## src/rtl/dual_edge_alu_pkg.sv

```systemverilog
// Shared types and constants for the dual-edge add/sub scheduler.
package dual_edge_alu_pkg;

    localparam int unsigned NUM_REQ = 2;
    localparam int unsigned ST_W    = 2;

    typedef logic [ST_W-1:0] state_t;

    localparam state_t ST_IDLE = 2'd0;
    localparam state_t ST_EXEC = 2'd1;
    localparam state_t ST_RESP = 2'd2;

    typedef logic req_id_t;

    // Requester 0 wins the first contested arbitration after reset.
    localparam req_id_t RESET_LAST_GRANT = 1'b1;

endpackage

```

## src/rtl/dual_edge_addsub_dp.sv

```systemverilog
// Dual-edge datapath: c = a + b on the falling edge, f = c - d on the rising edge.
module dual_edge_addsub_dp
    import dual_edge_alu_pkg::*;
#(
    parameter int unsigned WIDTH = 8
) (
    input  logic             clk,
    input  logic             rst_n,
    input  logic             add_en,
    input  logic [WIDTH-1:0] a,
    input  logic [WIDTH-1:0] b,
    input  logic             load_en,
    input  logic [WIDTH-1:0] d,
    output logic [WIDTH-1:0] f,
    output logic             borrow,
    output logic             carry_out
);

    localparam int unsigned SUM_W = WIDTH + 1;

    logic [WIDTH-1:0] c_q, c_d;
    logic             carry_q, carry_d;
    logic [WIDTH-1:0] f_q, f_d;
    logic             borrow_q, borrow_d;
    logic             carry_out_q, carry_out_d;

    // Falling-edge adder stage next value.
    always_comb begin
        c_d     = c_q;
        carry_d = carry_q;
        if (add_en) begin
            {carry_d, c_d} = SUM_W'(a) + SUM_W'(b);
        end
    end

    // Falling-edge sum/carry register; only half a cycle to the next stage.
    always_ff @(negedge clk or negedge rst_n) begin
        if (!rst_n) begin
            c_q     <= '0;
            carry_q <= 1'b0;
        end else begin
            c_q     <= c_d;
            carry_q <= carry_d;
        end
    end

    // Rising-edge subtract stage next value; holds when not loading.
    always_comb begin
        f_d         = f_q;
        borrow_d    = borrow_q;
        carry_out_d = carry_out_q;
        if (load_en) begin
            f_d         = c_q - d;
            borrow_d    = (d > c_q);
            carry_out_d = carry_q;
        end
    end

    // Rising-edge result register.
    always_ff @(posedge clk or negedge rst_n) begin
        if (!rst_n) begin
            f_q         <= '0;
            borrow_q    <= 1'b0;
            carry_out_q <= 1'b0;
        end else begin
            f_q         <= f_d;
            borrow_q    <= borrow_d;
            carry_out_q <= carry_out_d;
        end
    end

    assign f         = f_q;
    assign borrow    = borrow_q;
    assign carry_out = carry_out_q;

endmodule

```

## src/rtl/dual_edge_alu_sched.sv

```systemverilog
// Round-robin front end sharing one dual-edge add/sub datapath between two requesters.
module dual_edge_alu_sched
    import dual_edge_alu_pkg::*;
#(
    parameter int unsigned WIDTH = 8
) (
    input  logic             clk,
    input  logic             rst_n,
    input  logic             req0_valid,
    output logic             req0_ready,
    input  logic [WIDTH-1:0] req0_a,
    input  logic [WIDTH-1:0] req0_b,
    input  logic [WIDTH-1:0] req0_d,
    input  logic             req1_valid,
    output logic             req1_ready,
    input  logic [WIDTH-1:0] req1_a,
    input  logic [WIDTH-1:0] req1_b,
    input  logic [WIDTH-1:0] req1_d,
    output logic             rsp_valid,
    input  logic             rsp_ready,
    output logic             rsp_id,
    output logic [WIDTH-1:0] rsp_data,
    output logic             rsp_carry,
    output logic             rsp_borrow
);

    state_t           state_q, state_d;
    req_id_t          last_grant_q, last_grant_d;
    req_id_t          id_q, id_d;
    req_id_t          rsp_id_q, rsp_id_d;
    logic             rsp_valid_q, rsp_valid_d;
    logic [WIDTH-1:0] a_q, a_d, b_q, b_d, d_q, d_d;
    logic [NUM_REQ-1:0] valid_c, grant_c;

    // Round-robin grant: a lone requester wins, a tie goes to the one not served last.
    always_comb begin
        valid_c = {req1_valid, req0_valid};
        grant_c = valid_c;
        if (valid_c == 2'b11) begin
            grant_c = (last_grant_q == 1'b1) ? 2'b01 : 2'b10;
        end
    end

    assign req0_ready = (state_q == ST_IDLE) && grant_c[0];
    assign req1_ready = (state_q == ST_IDLE) && grant_c[1];

    // FSM next state, operand capture and response flags.
    always_comb begin
        state_d      = state_q;
        last_grant_d = last_grant_q;
        id_d         = id_q;
        rsp_id_d     = rsp_id_q;
        rsp_valid_d  = rsp_valid_q;
        a_d          = a_q;
        b_d          = b_q;
        d_d          = d_q;
        case (state_q)
            ST_IDLE: begin
                if (|grant_c) begin
                    state_d      = ST_EXEC;
                    id_d         = grant_c[1];
                    last_grant_d = grant_c[1];
                    a_d          = grant_c[1] ? req1_a : req0_a;
                    b_d          = grant_c[1] ? req1_b : req0_b;
                    d_d          = grant_c[1] ? req1_d : req0_d;
                end
            end
            ST_EXEC: begin
                state_d     = ST_RESP;
                rsp_valid_d = 1'b1;
                rsp_id_d    = id_q;
            end
            ST_RESP: begin
                if (rsp_valid_q && rsp_ready) begin
                    state_d     = ST_IDLE;
                    rsp_valid_d = 1'b0;
                end
            end
            default: begin
                state_d     = ST_IDLE;
                rsp_valid_d = 1'b0;
            end
        endcase
    end

    // Control and operand registers.
    always_ff @(posedge clk or negedge rst_n) begin
        if (!rst_n) begin
            state_q      <= ST_IDLE;
            last_grant_q <= RESET_LAST_GRANT;
            id_q         <= 1'b0;
            rsp_id_q     <= 1'b0;
            rsp_valid_q  <= 1'b0;
            a_q          <= '0;
            b_q          <= '0;
            d_q          <= '0;
        end else begin
            state_q      <= state_d;
            last_grant_q <= last_grant_d;
            id_q         <= id_d;
            rsp_id_q     <= rsp_id_d;
            rsp_valid_q  <= rsp_valid_d;
            a_q          <= a_d;
            b_q          <= b_d;
            d_q          <= d_d;
        end
    end

    dual_edge_addsub_dp #(
        .WIDTH (WIDTH)
    ) u_dp (
        .clk       (clk),
        .rst_n     (rst_n),
        .add_en    (state_q == ST_EXEC),
        .a         (a_q),
        .b         (b_q),
        .load_en   (state_q == ST_EXEC),
        .d         (d_q),
        .f         (rsp_data),
        .borrow    (rsp_borrow),
        .carry_out (rsp_carry)
    );

    assign rsp_valid = rsp_valid_q;
    assign rsp_id    = rsp_id_q;

endmodule

```

## config.mk

```make
export PLATFORM = sky130hd
export DESIGN_NAME = dual_edge_alu_sched
export DESIGN_NICKNAME = d
export VERILOG_FILES = /design/src/rtl/dual_edge_alu_pkg.sv /design/src/rtl/dual_edge_addsub_dp.sv /design/src/rtl/dual_edge_alu_sched.sv
export SDC_FILE = /design/constraint.sdc
export NUM_CORES = 1
export LEC_CHECK = 0
export ABC_AREA = 1
export CAP_MARGIN = 20
export CELL_PAD_IN_SITES_DETAIL_PLACEMENT = 0
export CELL_PAD_IN_SITES_GLOBAL_PLACEMENT = 2
export CORE_MARGIN = 3
export CORE_UTILIZATION = 32
export CTS_CLUSTER_DIAMETER = 120
export CTS_CLUSTER_SIZE = 20
export DETAILED_ROUTE_END_ITERATION = 8
export PLACE_DENSITY_LB_ADDON = 0.1
export SYNTH_ARGS = -nofsm -noshare
export SYNTH_HDL_FRONTEND = slang
export SYNTH_SLANG_ARGS = --single-unit
```

## constraint.sdc

```tcl
create_clock -name clk -period 3.7 [get_ports clk]
set_input_delay 0.74 -clock clk [delete_from_list [all_inputs] [get_ports clk]]
set_output_delay 0.74 -clock clk [all_outputs]
set_load 0.1 [all_outputs]
```

==> flow_summary.toml, run 1 <==
[cells_and_area]
final_common_cell = "nand2_1"
fin_cells = 523
antenna_cells = 0
most-common-layout-cells = "104 x nand2_1, 63 x clkdlybuf4s50_1, 39 x dfrtp_1"
fillers = 913
final_util = 0.4341
nNetsFinal = 485
drive_above_1_share = 0.1542
area_growth_pct = 29.03
postLayoutCellArea_um2 = 3860

[global_route]
grt_overflow = 0
antenna_found_initial = 0
grt_first_pass_wirelength_um = 11920
grtUsageTotal = 0.1442
grt_max_degree = 40
grt_pass1_vias = 2484

[synthesis]
ys_seq_area_frac = 0.4103
synth_simple_gate_area_share = 0.2928
synth_async_sr_flop_share = 1.000
synth_fa_ha_area_frac = 0.08030
synth_compound_area_frac = 0.1359
synthTopCellsByArea = "dfrtp_1 33%, nand2_1 13%, a31oi_2 9.6%, dfrtn_1 7.5%, ha_1 6.7%"
synth_mux_area_frac = 0
synth_top_family_by_area = "simple AND/OR/NAND/NOR gates"
ys_warn_count = 0
synthesis.nets = 421
synth_xor_area_frac = 0.008783
yosys.area.top_type_share = 0.3262
synth_cell_type_count = 31
yosys_most_used_dff = "dfrtp_1"
synth-edff-count = 0
yosys.area.top_type = "dfrtp_1"
syn_inst = 350
synth.avg_cell_area_um2 = 8.547
yosys_register_bits = 49
synthesis.area_um2 = 2992

[clock_tree]
ctsHoldBuffers = 0
path_clk_slew_ns = 0.10
clock-sinks = 49
root_buffer = "clkbuf_8"
cts_tree = "done"
numCtsBuffers = 5
cts_max_path_buffers = 2
cts_max_level = 2
insertion_delay_ns = 0.30
post_cts_buffers = 0

[place]
placed_cell_area_um2 = 3746
place_congestion = 0.7379
numPortBuffers = 66
dp_hpwl_um = 5381
preCtsSetupSlack_ns = 0.1467
dp.cells = 515

[run_status]
status = "complete, no violations"

[sta]
setup_violations = 0
final.setup.tns_ns = 0
drv_slew = 0
rsz0062_at_grt = "no"
holdWs_ns = 0.2941
slew_headroom = 0.3535
hold_violations = 0
setup_ws_ns = 0.1810
worst_clock_skew_ns = 0.01163
worstMarginPinSlew_ns = 0.9667

[worst_hold_path]
hold_path.class = "in -> async"

[drt]
firstDrtPassIters = 4
vias = 2451
drtIter0Drc = 81
antenna_left = 0
drt_wl_total_um = 7112
routedWlPerCell_um = 13.60
drc = 0
vias_per_cell = 4.686

[die]
rows = 34
die_x_um = 102.7
ios = 67
die_area_um2 = 10550
initial_utilization = 0.3365
core-area_um2 = 8891
dieHeight_um = 102.7

[job]
max_cap_viol_count = 0

[critical_path]
reg2regPathDepth = 8
worstSetupPathType = "reg -> reg"
cp_max_fo = 3
end_kind = "flop"
startpoint_type = "flop"
cp.required_ns = 2.00
cp.arrival_ns = 1.82

[power]
cellPowerDensity_nw_per_um2 = 998.3
finalPower_mw = 3.853
ir_worst_vdd_uv = 424.5
leakage_nw = 1.736
## sequential cells by signal, indices dropped and copies added, names as in the netlist
name,flops
d_q,8
rsp_id,1
id_q,1
u_dp.carry_q,1
state_q,2
a_q,8
last_grant_q,1
u_dp.c_q,8
u_dp.f,8
u_dp.carry_out,1
u_dp.borrow,1
b_q,8
rsp_valid,1
## final cells by class
type                       instances  area, µm²  area share
timing repair buffer              72      733.2      0.1900
tap                              108      135.1     0.03501
sequential                        49       1227      0.3180
multi-input combinational        259       1551      0.4019
inverter                          27      101.3     0.02626
clock buffer                       6      72.57     0.01880
clock inverter                     2      38.79     0.01005
## critical path: stages, from the launching register on
cell and delay [ns]:
dfrtp_1 0.40, ha_1 0.23, fa_2 0.35, nand2_1 0.09, nand2_1 0.07, nand3b_1 0.12
nor2_1 0.05, o21ai_0 0.14, nand2_1 0.06
## Yosys cell counts (2+ instances only)
| cell type | number |
|---|---|
| inv_2 | 2 |
| buf_4 | 4 |
| nand3b_1 | 6 |
| nor2_2 | 14 |
| o21ai_0 | 12 |
| nand3_1 | 37 |
| fa_1 | 2 |
| dfrtp_1 | 39 |
| a31oi_2 | 23 |
| ha_1 | 16 |
| inv_1 | 25 |
| nand2_1 | 104 |
| buf_6 | 3 |
| a21oi_1 | 8 |
| dfrtn_1 | 9 |
| nor2_4 | 2 |
| or2_2 | 2 |
| xor2_1 | 2 |
| buf_2 | 7 |
| nor2_1 | 22 |
## path summary, 6_finish.rpt
path / startpoint / to / slack, ns
min in group clk: u_dp.c_q[6] / u_dp.c_q[6] / 0.44
worst max register to register: a_q[0] / u_dp.carry_q / 0.18
worst min register to register: u_dp.c_q[6] / u_dp.c_q[6] / 0.44
max in group asynchronous: rst_n / u_dp.carry_q / 1.43
worst max-delay path: a_q[0] / u_dp.carry_q / 0.18
worst min-delay path: rst_n / d_q[4] / 0.29
## cells by family after synthesis
family	count (synthesis)
AND/OR/NAND/NOR	192
flip-flops	49
AO/OA/AOI/OAI	46
buffers and inverters	42
adder cells (fa/ha/maj)	18
XOR/XNOR	3
## routing by layer
layer  wire, µm  track usage  vias up
met5          0            0        -
met4         58      0.02725        0
met3        285      0.02436        6
met2       3278       0.2344       55
met1       3490       0.2035     1114
li1           -            -     1276
## timing repair
item	CTS	global route
hold endpoints to repair	0	0
resized for setup	0	1
setup endpoints to repair	0	1
## power breakdown
group	internal, mW	switching [mW]
Combinational	0.877	1.59
Clock	0.203	0.187
Sequential	0.818	0.179
Total	1.90	1.95
Power figures use the tool's default switching activity.
==> inputs of run 2 (changes only) <==
Settings changed: CAP_MARGIN 20 to 5.
==> results of run 2 <==
Final layout, timing and power as in run 1 (identical DEF).
